===== config.mk =====
export PLATFORM = sky130hd
export DESIGN_NAME = keypad_auth_initiator_flat
export DESIGN_NICKNAME = d
export VERILOG_FILES = /design/src/rtl/keypad_auth_initiator_pkg.sv /design/src/rtl/keypad_auth_initiator_if.sv /design/src/rtl/keypad_auth_initiator_timer.sv /design/src/rtl/keypad_auth_initiator.sv /design/src/flat_wrapper.sv
export SDC_FILE = /design/constraint.sdc
export NUM_CORES = 1
export LEC_CHECK = 0
export CAP_MARGIN = 25
export CORE_MARGIN = 2
export CORE_UTILIZATION = 46
export CTS_CLUSTER_SIZE = 14
export DETAILED_ROUTE_END_ITERATION = 7
export GPL_ROUTABILITY_DRIVEN = 0
export PLACE_DENSITY = 0.8
export SYNTH_ARGS = -nofsm -noshare
export SYNTH_HDL_FRONTEND = slang
export SYNTH_SLANG_ARGS = --single-unit

===== constraint.sdc =====
create_clock -name clk -period 6.03 [get_ports clk]
set_clock_uncertainty 0.2 [all_clocks]
set_input_delay 0.603 -clock clk [delete_from_list [all_inputs] [get_ports clk]]
set_output_delay 0.603 -clock clk [all_outputs]
set_load 0.01 [all_outputs]

===== src/rtl/keypad_auth_initiator_pkg.sv =====
// Shared types, default constants and width helpers for the keypad authorization initiator.
package keypad_auth_pkg;

  typedef enum logic [2:0] {
    S_IDLE,
    S_SEND,
    S_WAIT,
    S_GRANT,
    S_LOCKOUT
  } auth_state_t;

  localparam int DEFAULT_CODE_W         = 4;
  localparam int DEFAULT_RESP_DELAY     = 1;
  localparam int DEFAULT_UNLOCK_CYCLES  = 8;
  localparam int DEFAULT_MAX_FAILS      = 3;
  localparam int DEFAULT_LOCKOUT_CYCLES = 16;
  localparam int DEFAULT_ENTRY_TIMEOUT  = 32;

  function automatic int fail_cnt_w(input int max_fails);
    return (max_fails < 1) ? 1 : $clog2(max_fails + 1);
  endfunction

  // One timer serves WAIT, GRANT and LOCKOUT, so it must hold the longest of the three.
  function automatic int timer_w(input int a, input int b, input int c);
    int m;
    m = (a > b) ? a : b;
    m = (m > c) ? m : c;
    return (m < 1) ? 1 : $clog2(m + 1);
  endfunction

endpackage


===== src/rtl/keypad_auth_initiator_if.sv =====
// Request/response bus between the keypad initiator and the AuthorizationSystem.
interface keypad_auth_initiator_if #(
  parameter int CODE_W = 4
);
  logic [CODE_W-1:0] code;
  logic              validate;
  logic              auth_status;

  modport master (output code, output validate, input auth_status);
  modport slave  (input code, input validate, output auth_status);
endinterface


===== src/rtl/keypad_auth_initiator_timer.sv =====
// auth_cycle_timer: loadable down-counter; done marks the last cycle of the loaded span.
module auth_cycle_timer #(
  parameter int CNT_W = 5
) (
  input  logic             clk,
  input  logic             rst,
  input  logic             load,
  input  logic [CNT_W-1:0] load_val,
  output logic             done
);
  logic [CNT_W-1:0] cnt;

  always_ff @(posedge clk) begin
    if (rst) begin
      cnt <= '0;
    end else if (load) begin
      cnt <= load_val;
    end else if (cnt != '0) begin
      cnt <= cnt - CNT_W'(1);
    end
  end

  assign done = (cnt == CNT_W'(1));
endmodule


===== src/rtl/keypad_auth_initiator.sv =====
// Keypad-side initiator: digit capture, validate request, unlock window, failure lockout.
// Optional KEYPAD_TIMEOUT_EN discards a loaded digit after ENTRY_TIMEOUT idle cycles.
module keypad_auth_initiator
  import keypad_auth_pkg::*;
#(
  parameter int CODE_W         = DEFAULT_CODE_W,
  parameter int RESP_DELAY     = DEFAULT_RESP_DELAY,
  parameter int UNLOCK_CYCLES  = DEFAULT_UNLOCK_CYCLES,
  parameter int MAX_FAILS      = DEFAULT_MAX_FAILS,
  parameter int LOCKOUT_CYCLES = DEFAULT_LOCKOUT_CYCLES,
  parameter int ENTRY_TIMEOUT  = DEFAULT_ENTRY_TIMEOUT
) (
  input  logic                                clk,
  input  logic                                reset,
  input  logic                                key_valid,
  input  logic [CODE_W-1:0]                   key_digit,
  input  logic                                key_enter,
  input  logic                                key_clear,
  keypad_auth_initiator_if.master             auth,
  output logic                                door_unlock,
  output logic                                locked_out,
  output logic [fail_cnt_w(MAX_FAILS)-1:0]    fail_count,
  output logic                                busy
);
  localparam int FC_W  = fail_cnt_w(MAX_FAILS);
  localparam int TMR_W = timer_w(RESP_DELAY, UNLOCK_CYCLES, LOCKOUT_CYCLES);

  if (RESP_DELAY < 1 || UNLOCK_CYCLES < 1 || MAX_FAILS < 1 ||
      LOCKOUT_CYCLES < 1 || ENTRY_TIMEOUT < 1) begin : g_bad_params
    $error("keypad_auth_initiator: timing parameters must be >= 1");
  end

  auth_state_t        state;
  logic               loaded;
  logic [CODE_W-1:0]  held;
  logic [CODE_W-1:0]  code_r;
  logic               validate_r;
  logic               tmr_load;
  logic [TMR_W-1:0]   tmr_val;
  logic               tmr_done;
  logic               entry_expired;
  logic               any_key;

  assign auth.code     = code_r;
  assign auth.validate = validate_r;
  assign any_key       = key_valid | key_enter | key_clear;

  // Timer is loaded on the edge that enters WAIT, GRANT or LOCKOUT.
  always_comb begin
    tmr_load = 1'b0;
    tmr_val  = '0;
    if (state == S_SEND) begin
      tmr_load = 1'b1;
      tmr_val  = TMR_W'(RESP_DELAY);
    end else if (state == S_WAIT && tmr_done) begin
      tmr_load = 1'b1;
      tmr_val  = auth.auth_status ? TMR_W'(UNLOCK_CYCLES) : TMR_W'(LOCKOUT_CYCLES);
    end
  end

  auth_cycle_timer #(.CNT_W(TMR_W)) u_timer (
    .clk      (clk),
    .rst      (reset),
    .load     (tmr_load),
    .load_val (tmr_val),
    .done     (tmr_done)
  );

`ifdef KEYPAD_TIMEOUT_EN
  localparam int TO_W = $clog2(ENTRY_TIMEOUT + 1);
  logic [TO_W-1:0] idle_cnt;

  always_ff @(posedge clk) begin
    if (reset || state != S_IDLE || !loaded || any_key) begin
      idle_cnt <= '0;
    end else begin
      idle_cnt <= idle_cnt + TO_W'(1);
    end
  end

  assign entry_expired = (state == S_IDLE) && loaded && !any_key &&
                         (idle_cnt == TO_W'(ENTRY_TIMEOUT - 1));
`else
  assign entry_expired = 1'b0;
`endif

  // Digit holding register carries data only; the loaded flag qualifies it.
  always_ff @(posedge clk) begin
    if (state == S_IDLE && key_valid && !key_enter && !key_clear) begin
      held <= key_digit;
    end
  end

  always_ff @(posedge clk) begin
    if (reset) begin
      state       <= S_IDLE;
      loaded      <= 1'b0;
      code_r      <= '0;
      validate_r  <= 1'b0;
      door_unlock <= 1'b0;
      locked_out  <= 1'b0;
      fail_count  <= '0;
      busy        <= 1'b0;
    end else begin
      validate_r <= 1'b0;
      case (state)
        S_IDLE: begin
          if (key_clear) begin
            loaded <= 1'b0;
          end else if (key_enter) begin
            if (loaded) begin
              state      <= S_SEND;
              code_r     <= held;
              validate_r <= 1'b1;
              busy       <= 1'b1;
            end
          end else if (key_valid) begin
            loaded <= 1'b1;
          end else if (entry_expired) begin
            loaded <= 1'b0;
          end
        end
        S_SEND: begin
          state  <= S_WAIT;
          loaded <= 1'b0;
        end
        S_WAIT: begin
          if (tmr_done) begin
            if (auth.auth_status) begin
              fail_count  <= '0;
              door_unlock <= 1'b1;
              state       <= S_GRANT;
            end else if (fail_count == FC_W'(MAX_FAILS - 1)) begin
              fail_count <= FC_W'(MAX_FAILS);
              locked_out <= 1'b1;
              state      <= S_LOCKOUT;
            end else begin
              fail_count <= fail_count + FC_W'(1);
              busy       <= 1'b0;
              state      <= S_IDLE;
            end
          end
        end
        S_GRANT: begin
          if (tmr_done) begin
            door_unlock <= 1'b0;
            busy        <= 1'b0;
            state       <= S_IDLE;
          end
        end
        S_LOCKOUT: begin
          if (tmr_done) begin
            locked_out <= 1'b0;
            fail_count <= '0;
            busy       <= 1'b0;
            state      <= S_IDLE;
          end
        end
        default: state <= S_IDLE;
      endcase
    end
  end
endmodule

===== src/flat_wrapper.sv =====
// flat-port wrapper written by rule: the top's interface ports become plain ports
module keypad_auth_initiator_flat import keypad_auth_pkg::*;
#(
  parameter int CODE_W         = DEFAULT_CODE_W,
  parameter int RESP_DELAY     = DEFAULT_RESP_DELAY,
  parameter int UNLOCK_CYCLES  = DEFAULT_UNLOCK_CYCLES,
  parameter int MAX_FAILS      = DEFAULT_MAX_FAILS,
  parameter int LOCKOUT_CYCLES = DEFAULT_LOCKOUT_CYCLES,
  parameter int ENTRY_TIMEOUT  = DEFAULT_ENTRY_TIMEOUT
)
  (clk, reset, key_valid, key_digit, key_enter, key_clear, door_unlock, locked_out, fail_count, busy, auth_code, auth_validate, auth_auth_status);
  keypad_auth_initiator_if #(.CODE_W(CODE_W)) auth_i ();
  input  logic clk;
  input  logic reset;
  input  logic key_valid;
  input  logic [CODE_W-1:0] key_digit;
  input  logic key_enter;
  input  logic key_clear;
  output logic door_unlock;
  output logic locked_out;
  output logic [fail_cnt_w(MAX_FAILS)-1:0] fail_count;
  output logic busy;
  output wire logic [$bits(auth_i.code)-1:0] auth_code;
  output wire logic [$bits(auth_i.validate)-1:0] auth_validate;
  input wire logic [$bits(auth_i.auth_status)-1:0] auth_auth_status;
  assign auth_code = auth_i.code;
  assign auth_validate = auth_i.validate;
  assign auth_i.auth_status = auth_auth_status;
  keypad_auth_initiator #(.CODE_W(CODE_W), .RESP_DELAY(RESP_DELAY), .UNLOCK_CYCLES(UNLOCK_CYCLES), .MAX_FAILS(MAX_FAILS), .LOCKOUT_CYCLES(LOCKOUT_CYCLES), .ENTRY_TIMEOUT(ENTRY_TIMEOUT)) u_core (.clk(clk), .reset(reset), .key_valid(key_valid), .key_digit(key_digit), .key_enter(key_enter), .key_clear(key_clear), .auth(auth_i), .door_unlock(door_unlock), .locked_out(locked_out), .fail_count(fail_count), .busy(busy));
endmodule

Yosys cells after proc, flatten, opt, wreduce, memory -nomap -nowiden:

Cells that the tools add are included.

* input port bits: 10
* word-level logic and storage cells: 96
* output and inout bits: 10
* register bits: 23

* reduce and logical (&&, ||, !) cells: 22
* bitwise gates (word level): 3
* muxes and demuxes: 40
* $add $sub $neg: 2
* equality and inequality tests: 19

Operators by type and width (count)
* $mux W5: 5
* $mux W3: 7
* $mux W1: 18
* $ne A2 B2 Y1 const B: 6
* $pmux W3 S4: 1
* $ne A2 B1 Y1 const B: 5
* $reduce_and A5 Y1: 2
* $mux W2: 4
* $reduce_and A4 Y1: 2
* $reduce_and A8 Y1: 1
* $reduce_bool A2 Y1: 4
* $eq A3 B2 Y1 const B: 2
* $ne A3 B3 Y1 const B: 2
* $pmux W1 S2: 3
* $reduce_and A3 Y1: 2
* $eq A5 B1 Y1 const B: 1
* $reduce_bool A5 Y1: 1
* $sub A5 B1 Y5 const B: 1
* $logic_and A1 B1 Y1: 4
* $pmux W2 S2: 1
* $reduce_or A4 Y1: 1
* $eq A3 B1 Y1 const B: 1
* $eq A3 B3 Y1 const B: 1
* $logic_not A3 Y1: 1
* other kinds (7): 10

Longest topological paths before layout:

Gate-level depths: netlist of run 1.

* depth in word-level cells: 5
* gate-level depth with buffers: 7
* mapped depth without buffers: 6

Modules after synthesis:

From an unflattened synthesis of run 1, not the netlist that was laid out.

* cell total of the unflattened synthesis: 122
* area, all modules: 1141.1 um^2

Modules (own cells, without submodules)
* keypad_auth_initiator: cells each 87, times used 1, area each 832.0 um^2
* auth_cycle_timer: cells each 35, times used 1, area each 309.0 um^2

Worst setup path before layout of run 1:

OpenSTA, ideal clock, no wires.

* path type: register to register
* start: reg u_core.u_timer.cnt[1]
* end: reg u_core.locked_out
* path slack: 4.023 ns
* period minus slack after synthesis: 2.007 ns
* setup time: 0.128 ns
* arrival: 1.679 ns
* stages on the path, launching flop included: 8
* path through: dfxtp_1 -> inv_1 -> ha_1 -> or4b_1 -> buf_2 -> or3_4 -> a22oi_1 -> nor2_1

* word-level cells in the longest chain between the ends: 3
* elaborated cells between the ends (all ways): 4
* classes of those cells: eq/ne (3); reduce/logical (1)

RTL lines
* start, declared: line keypad_auth_initiator_timer.sv:11 `logic [CNT_W-1:0] cnt;`
* start signal, assigned: line keypad_auth_initiator_timer.sv:17 `cnt <= load_val;`
* start signal, assigned: line keypad_auth_initiator_timer.sv:19 `cnt <= cnt - CNT_W'(1);`
* $eq A5 B1 Y1 (*): line keypad_auth_initiator_timer.sv:23 `assign done = (cnt == CNT_W'(1));`
* $ne A2 B1 Y1 (no source line)
* $reduce_and A5 Y1 (no source line) (*)
* end signal, assigned: line keypad_auth_initiator.sv:101 `locked_out <= 1'b0;`
* end signal, assigned: line keypad_auth_initiator.sv:135 `locked_out <= 1'b1;`
* end signal, assigned: line keypad_auth_initiator.sv:153 `locked_out <= 1'b0;`
* end, declared: line keypad_auth_initiator.sv:21 `output logic locked_out,`

Mark *: on every way between the ends. The rest lies on a longest branch, timed or not.
A chain may end at the register's enable or synchronous reset.

Final worst setup path of run 1:

Ends and elaborated chain as after synthesis.

==> run metrics, run 1 <==
chip height=52.23 um; DRT iter0 DRCs=17; DIE AREA=0.002727 mm2; drt total wl=2.099 mm; HPWL after detailed placement=1.594 mm; VDD IR max=between 0.00015 and 0.0002 V; routed len/inst=approximately 13 um; Clock Sinks=23; synthesized instance count=117; Multi-input gate area=526.8 um2; initial antenna violation count=0; Max Fclk=around 450 MHz; Cell Area, Placed=0.001275 mm2; clk buf depth=2; Post-CTS Setup Bufs=0; gr ovfl total=0; post-synthesis adder-cell area fraction=4.678%; Via density=5.577; RSZ-0062 raised after global routing=false; average cell area after synthesis=roughly 9 um2; top-count cell post-synth=dfxtp_1; Crit. End Element=flip-flop; area leader, netlist=dfxtp_1; Port Buf Inserts=19; CTS root buf=clkbuf_4; worst slew pin tran=0.5740 ns; GRT Resource Usage Total=17.50%; Slew headroom=roughly three fifths; post-cts gate resize count=0; status=finished, final reports clean; fraction of layout cells with a size suffix above 1=6.667%; worst min path class=flip-flop to flip-flop; total number of yosys warnings=0; Initial Util=48.36%; worst path arrival time=2.21 ns; Syn Nets=131; Skew-Pair Late Insertion Delay=0.31 ns; Syn-to-layout area delta=21.75%; asr flop ratio synth=0%; largest net degree at the start of global routing=17; Setup TNS Final=0 ns; chip width=approximately 52 um; clock slew at the register clock pins of the worst setup and hold paths=0.12 ns; mux contribution to synthesized area=roughly 2.0%; CTS tree=built; max-cap violations=0; I/O Pins=20; Vias=909; Synth area leaders=dfxtp_1 (36%), edfxtp_1 (11%), a21oi_1 (5.1%), ha_1 (4.7%), nand2_1 (4.2%); vias in the first global route=867; Routed Antenna Nets=0; post-synthesis sequential area ratio=46.78%; Sequential Area=around 500 um2; Leakage=0.0004625 uW; number of synthesized flops with an enable pin=4; Core Area=0.002212 mm2; synthesis-stage register bit count=23; Hold Buf Count CTS=0; H-tree levels=1; Synth Area in Compound Gates=13.68%; final hold violations=0; global-route wire length before repair=approximately 3.5 mm; synth cell count leaders=dfxtp_1 (19), nand2_1 (12), a21oi_1 (11), nor2_1 (10); Max FO, Critical Path=7; Final nets=150; Post-Synth XOR/XNOR Area=between 1.5 and 2%; period utilization=36.67%; prevailing post-synth register cell=dfxtp_1; Cell Area, Synth=~0.0011 mm2; Yosys cell types=39; antenna cells=0; Setup violations, final=0; P per Cell Area=305.5 mW/mm2; fin. max-slew vios=0; Req. time, crit path=6.03 ns; TritonRoute pass-1 iters=4; main combinational cell family by area after synthesis=simple AND/OR/NAND/NOR gates; post-route cell area=0.001303 mm2; minimum clock period=2.211 ns; Post-Synth Simple-Gate Area=27.25%; FP Rows=17; WS Path Type=flip-flop to flip-flop; # DRC=0; fillcell total=roughly 210; startpoint types=flip-flop; number of CTS-inserted buffers=3; share of the synthesized area in the top cell type=between 30% and 40%
cells in the final DEF (no fill, tap or decap), types with 2 or more instances in the layout:
cell type	n
clkdlybuf4s50_1	19
or4b_1	2
nor3_1	6
dfxtp_1	19
nor2_1	10
nand3b_1	2
nand2b_1	4
nand2_1	12
clkbuf_4	3
ha_1	4
a211oi_1	2
nand3_1	4
edfxtp_1	4
a21oi_1	11
inv_1	6
o21ai_0	4
cells by family after synthesis:
| group | after synthesis |
|---|---|
| simple gates | 51 |
| compound gates | 24 |
| flops | 23 |
| buf+inv | 11 |
| fa+ha+maj | 4 |
| xor+xnor | 2 |
| mux | 2 |
report_power, final:
group | switching (uW) | internal, uW
Sequential | 19.0 | 175
Combinational | 66.4 | 66.5
Clock | 46.6 | 24.8
Total | 132 | 266
layer usage:
layer  wire [um]  vias up  GRT usage, %  share of wire [%]
li1            -      453             -                  -
met1         917      421         19.23                 44
met2        1023       28         30.59                 49
met3          97        7         4.000                4.6
met4          61        0         10.26                2.9
met5           0        -             0                  0
state kept, by name, indices dropped and copies added, names as in the netlist:
| register | flops |
|---|---|
| u_core.u_timer.cnt | 5 |
| u_core.auth.code | 4 |
| u_core.held | 4 |
| u_core.state | 3 |
| u_core.fail_count | 2 |
| u_core.auth.validate | 1 |
| u_core.busy | 1 |
| u_core.door_unlock | 1 |
| u_core.loaded | 1 |
| u_core.locked_out | 1 |
critical path: stages (launching register included):
cell     delay [ns]
dfxtp_1        0.34
inv_1          0.09
ha_1           0.16
or4b_1         0.59
or3_4          0.43
a22oi_1        0.23
nor2_1         0.06
layout make-up:
class | count | share of cell area [%]
clock buffer | 3 | 1.729
clock inverter | 1 | 0.3842
inverter | 6 | 1.729
multi-input combinational | 83 | 40.44
sequential | 23 | 38.42
tap | 28 | 2.690
timing repair buffer | 19 | 14.60
final timing paths:
kind | from | cells after the start | end | slack [ns]
min | u_core.loaded | 2 | u_core.loaded | 0.26
max | u_core.u_timer.cnt[1] | 6 | u_core.locked_out | 3.82
max reg2reg | u_core.u_timer.cnt[1] | 6 | u_core.locked_out | 3.82
min reg2reg | u_core.loaded | 2 | u_core.loaded | 0.26
per-stage QoR:
stage	total power, uW	util [%]	setup slack, ns	hold slack, ns	cells
global placement	328.0	57.64	3.860	0.2347	159
detailed placement	330.0	57.64	3.811	0.2470	159
CTS	402.2	58.88	3.836	0.2654	163
floorplan	304.2	-	4.023	0.2234	117
finish	397.9	58.88	3.819	0.2648	163
global route	429.5	58.88	3.692	0.2966	163
Note: power is estimated with default switching activity, not from simulation.
==> run 2: changes to the inputs <==
- CORE_UTILIZATION: 46 -> 45
- PLACE_DENSITY: 0.8 -> 0.81
- clock period: 6.03 -> 1.75 ns (I/O delays scaled with it)
==> run metrics, run 2 (synthesis gave the netlist of run 1 again) <==
status=finished, violations left; violated checks=setup timing; final core occ=69.36%; RSZ-0062 raised after global routing=true; HPWL after detailed placement=about 1.8 mm; chip height=52.76 um; gr ovfl total=0; WS Path Type=flip-flop to flip-flop; # DRC=0; vias in the first global route=just over 900; DIE AREA=0.002783 mm2; period utilization=111.3%; Sequential Area=approximately 500 um2; drt total wl=about 2.5 mm; R2R cell count=5; worst path arrival time=1.97 ns; global-route wire length before repair=4.077 mm; Port Buf Inserts=19; CTS tree=built; number of CTS-inserted buffers=3; max FFs per register=5; CTS root buf=clkbuf_4; routed len/inst=13.66 um; H-tree levels=1; Initial Util=47.90%; CP Buf/Inv Count=1; Hold WS=0.2182 ns; Cell Chain, Critical Path=inv_2 -> ha_4 -> or4b_4 -> or3_4 -> a41o_1; antenna cells=0; Hold Startpoint=key_digit[2]; worst slew pin tran=0.3510 ns; worst min path class=input pin to flip-flop; FP Rows=17; r2r startpoint=u_core.u_timer.cnt[1]; Hold Buf Count CTS=0; initial antenna violation count=0; Hold Path Depth=1; fraction of layout cells with a size suffix above 1=29.22%; Skew-Pair Late Insertion Delay=0.31 ns; minimum clock period=1.948 ns; commonest non-fill, non-tap cells in the layout=clkdlybuf4s50_1 (19), buf_4 (17), dfxtp_1 (16); Leakage=about 0.00057 uW; largest net degree at the start of global routing=17; max-cap violations=0; chip width=around 53 um; Max FO, Critical Path=5; Setup violations, final=9; final hold violations=0; top cell family by delay on the critical path=simple AND/OR/NAND/NOR gates; Final nets=169; Routed Antenna Nets=0; Core Area=0.002233 mm2; I/O Pins=20; Worst Hold Endpoint=u_core.held[2]; Via density=5.297; VDD IR max=0.0008510 V; Clock Sinks=23; fin. max-slew vios=0; DRT iter0 DRCs=5; TritonRoute pass-1 iters=4; Crit. End Element=flip-flop; Critical-path top delay cell=or4b_4; Slew headroom=76.53%; Max Fclk=~510 MHz; R2R Setup Slk=-0.20 ns; Multi-input gate area=616.8 um2; Syn-to-layout area delta=44.80%; startpoint types=flip-flop; GRT Resource Usage Total=20.37%; P per Cell Area=1151 mW/mm2; commonest non-fill, non-tap cell in the layout=clkdlybuf4s50_1; fillcell total=188; Req. time, crit path=1.77 ns; largest reg by FF count=u_core.u_timer.cnt; clock slew at the register clock pins of the worst setup and hold paths=approximately 0.13 ns; fin worst setup slack=-0.1978 ns; Vias=964; Worst R2R End=u_core.busy; biggest cell delay along the critical path=around 0.50 ns; clk buf depth=2
-- run 2: metal layers --
| metal | vias to the layer above | GRT usage (%) | share of wire [%] | wire (um) |
|---|---|---|---|---|
| li1 | 488 | - | - | - |
| met1 | 445 | 23.45 | 43 | 1075 |
| met2 | 23 | 36.67 | 51 | 1261 |
| met3 | 8 | 4.000 | 3.7 | 91 |
| met4 | 0 | 7.692 | 2.3 | 57 |
| met5 | - | 0 | 0 | 0 |
-- run 2: through the flow --
| stage | total power (uW) | cells | setup TNS [ns] | setup WS (ns) | area [um2] |
|---|---|---|---|---|---|
| after floorplan | 1103 | 117 | -0.7086 | -0.1957 | 1096 |
| after global placement | 1306 | 176 | -0.6591 | -0.1213 | 1421 |
| after detailed placement | 1328 | 176 | -1.016 | -0.1768 | 1421 |
| after CTS | 1708 | 182 | -0.8091 | -0.1463 | 1504 |
| after global routing | 1897 | 182 | -1.630 | -0.2439 | 1549 |
| final | 1784 | 182 | -0.9893 | -0.1978 | 1549 |
-- run 2: power by group --
group	internal (uW)	switching, uW	total [uW]
Sequential	610	46.7	656
Combinational	492	387	879
Clock	85.5	163	248
Total	1190	596	1780
-- run 2: worst max-delay path by stage --
stage / end / slack (ns) / startpoint / depth (start not counted)
5_1_grt: u_core.locked_out / -0.24 / u_core.u_timer.cnt[1] / 6
4_1_cts: u_core.locked_out / -0.15 / u_core.u_timer.cnt[1] / 6
3_3_place_gp: u_core.locked_out / -0.12 / u_core.u_timer.cnt[1] / 6
2_1_floorplan: u_core.locked_out / -0.20 / u_core.u_timer.cnt[1] / 7
3_5_place_dp: u_core.locked_out / -0.18 / u_core.u_timer.cnt[0] / 5
6_report: u_core.busy / -0.20 / u_core.u_timer.cnt[1] / 5
-- run 2: area by class of cell --
cell class	count	area share [%]
inverters	6	1.454
repair buffers	38	21.97
flip-flops and latches	23	32.71
multi-input cells	83	39.82
clock inverters	1	0.3231
clock buffers	3	1.454
well taps	28	2.262
-- run 2: what timing repair did --
action	4_1_cts	5_1_grt
endpoints found under the setup margin	10	11
buffers inserted	2	0
endpoints found under the hold margin	0	0
pin swaps	5	7
gates resized for setup	10	11
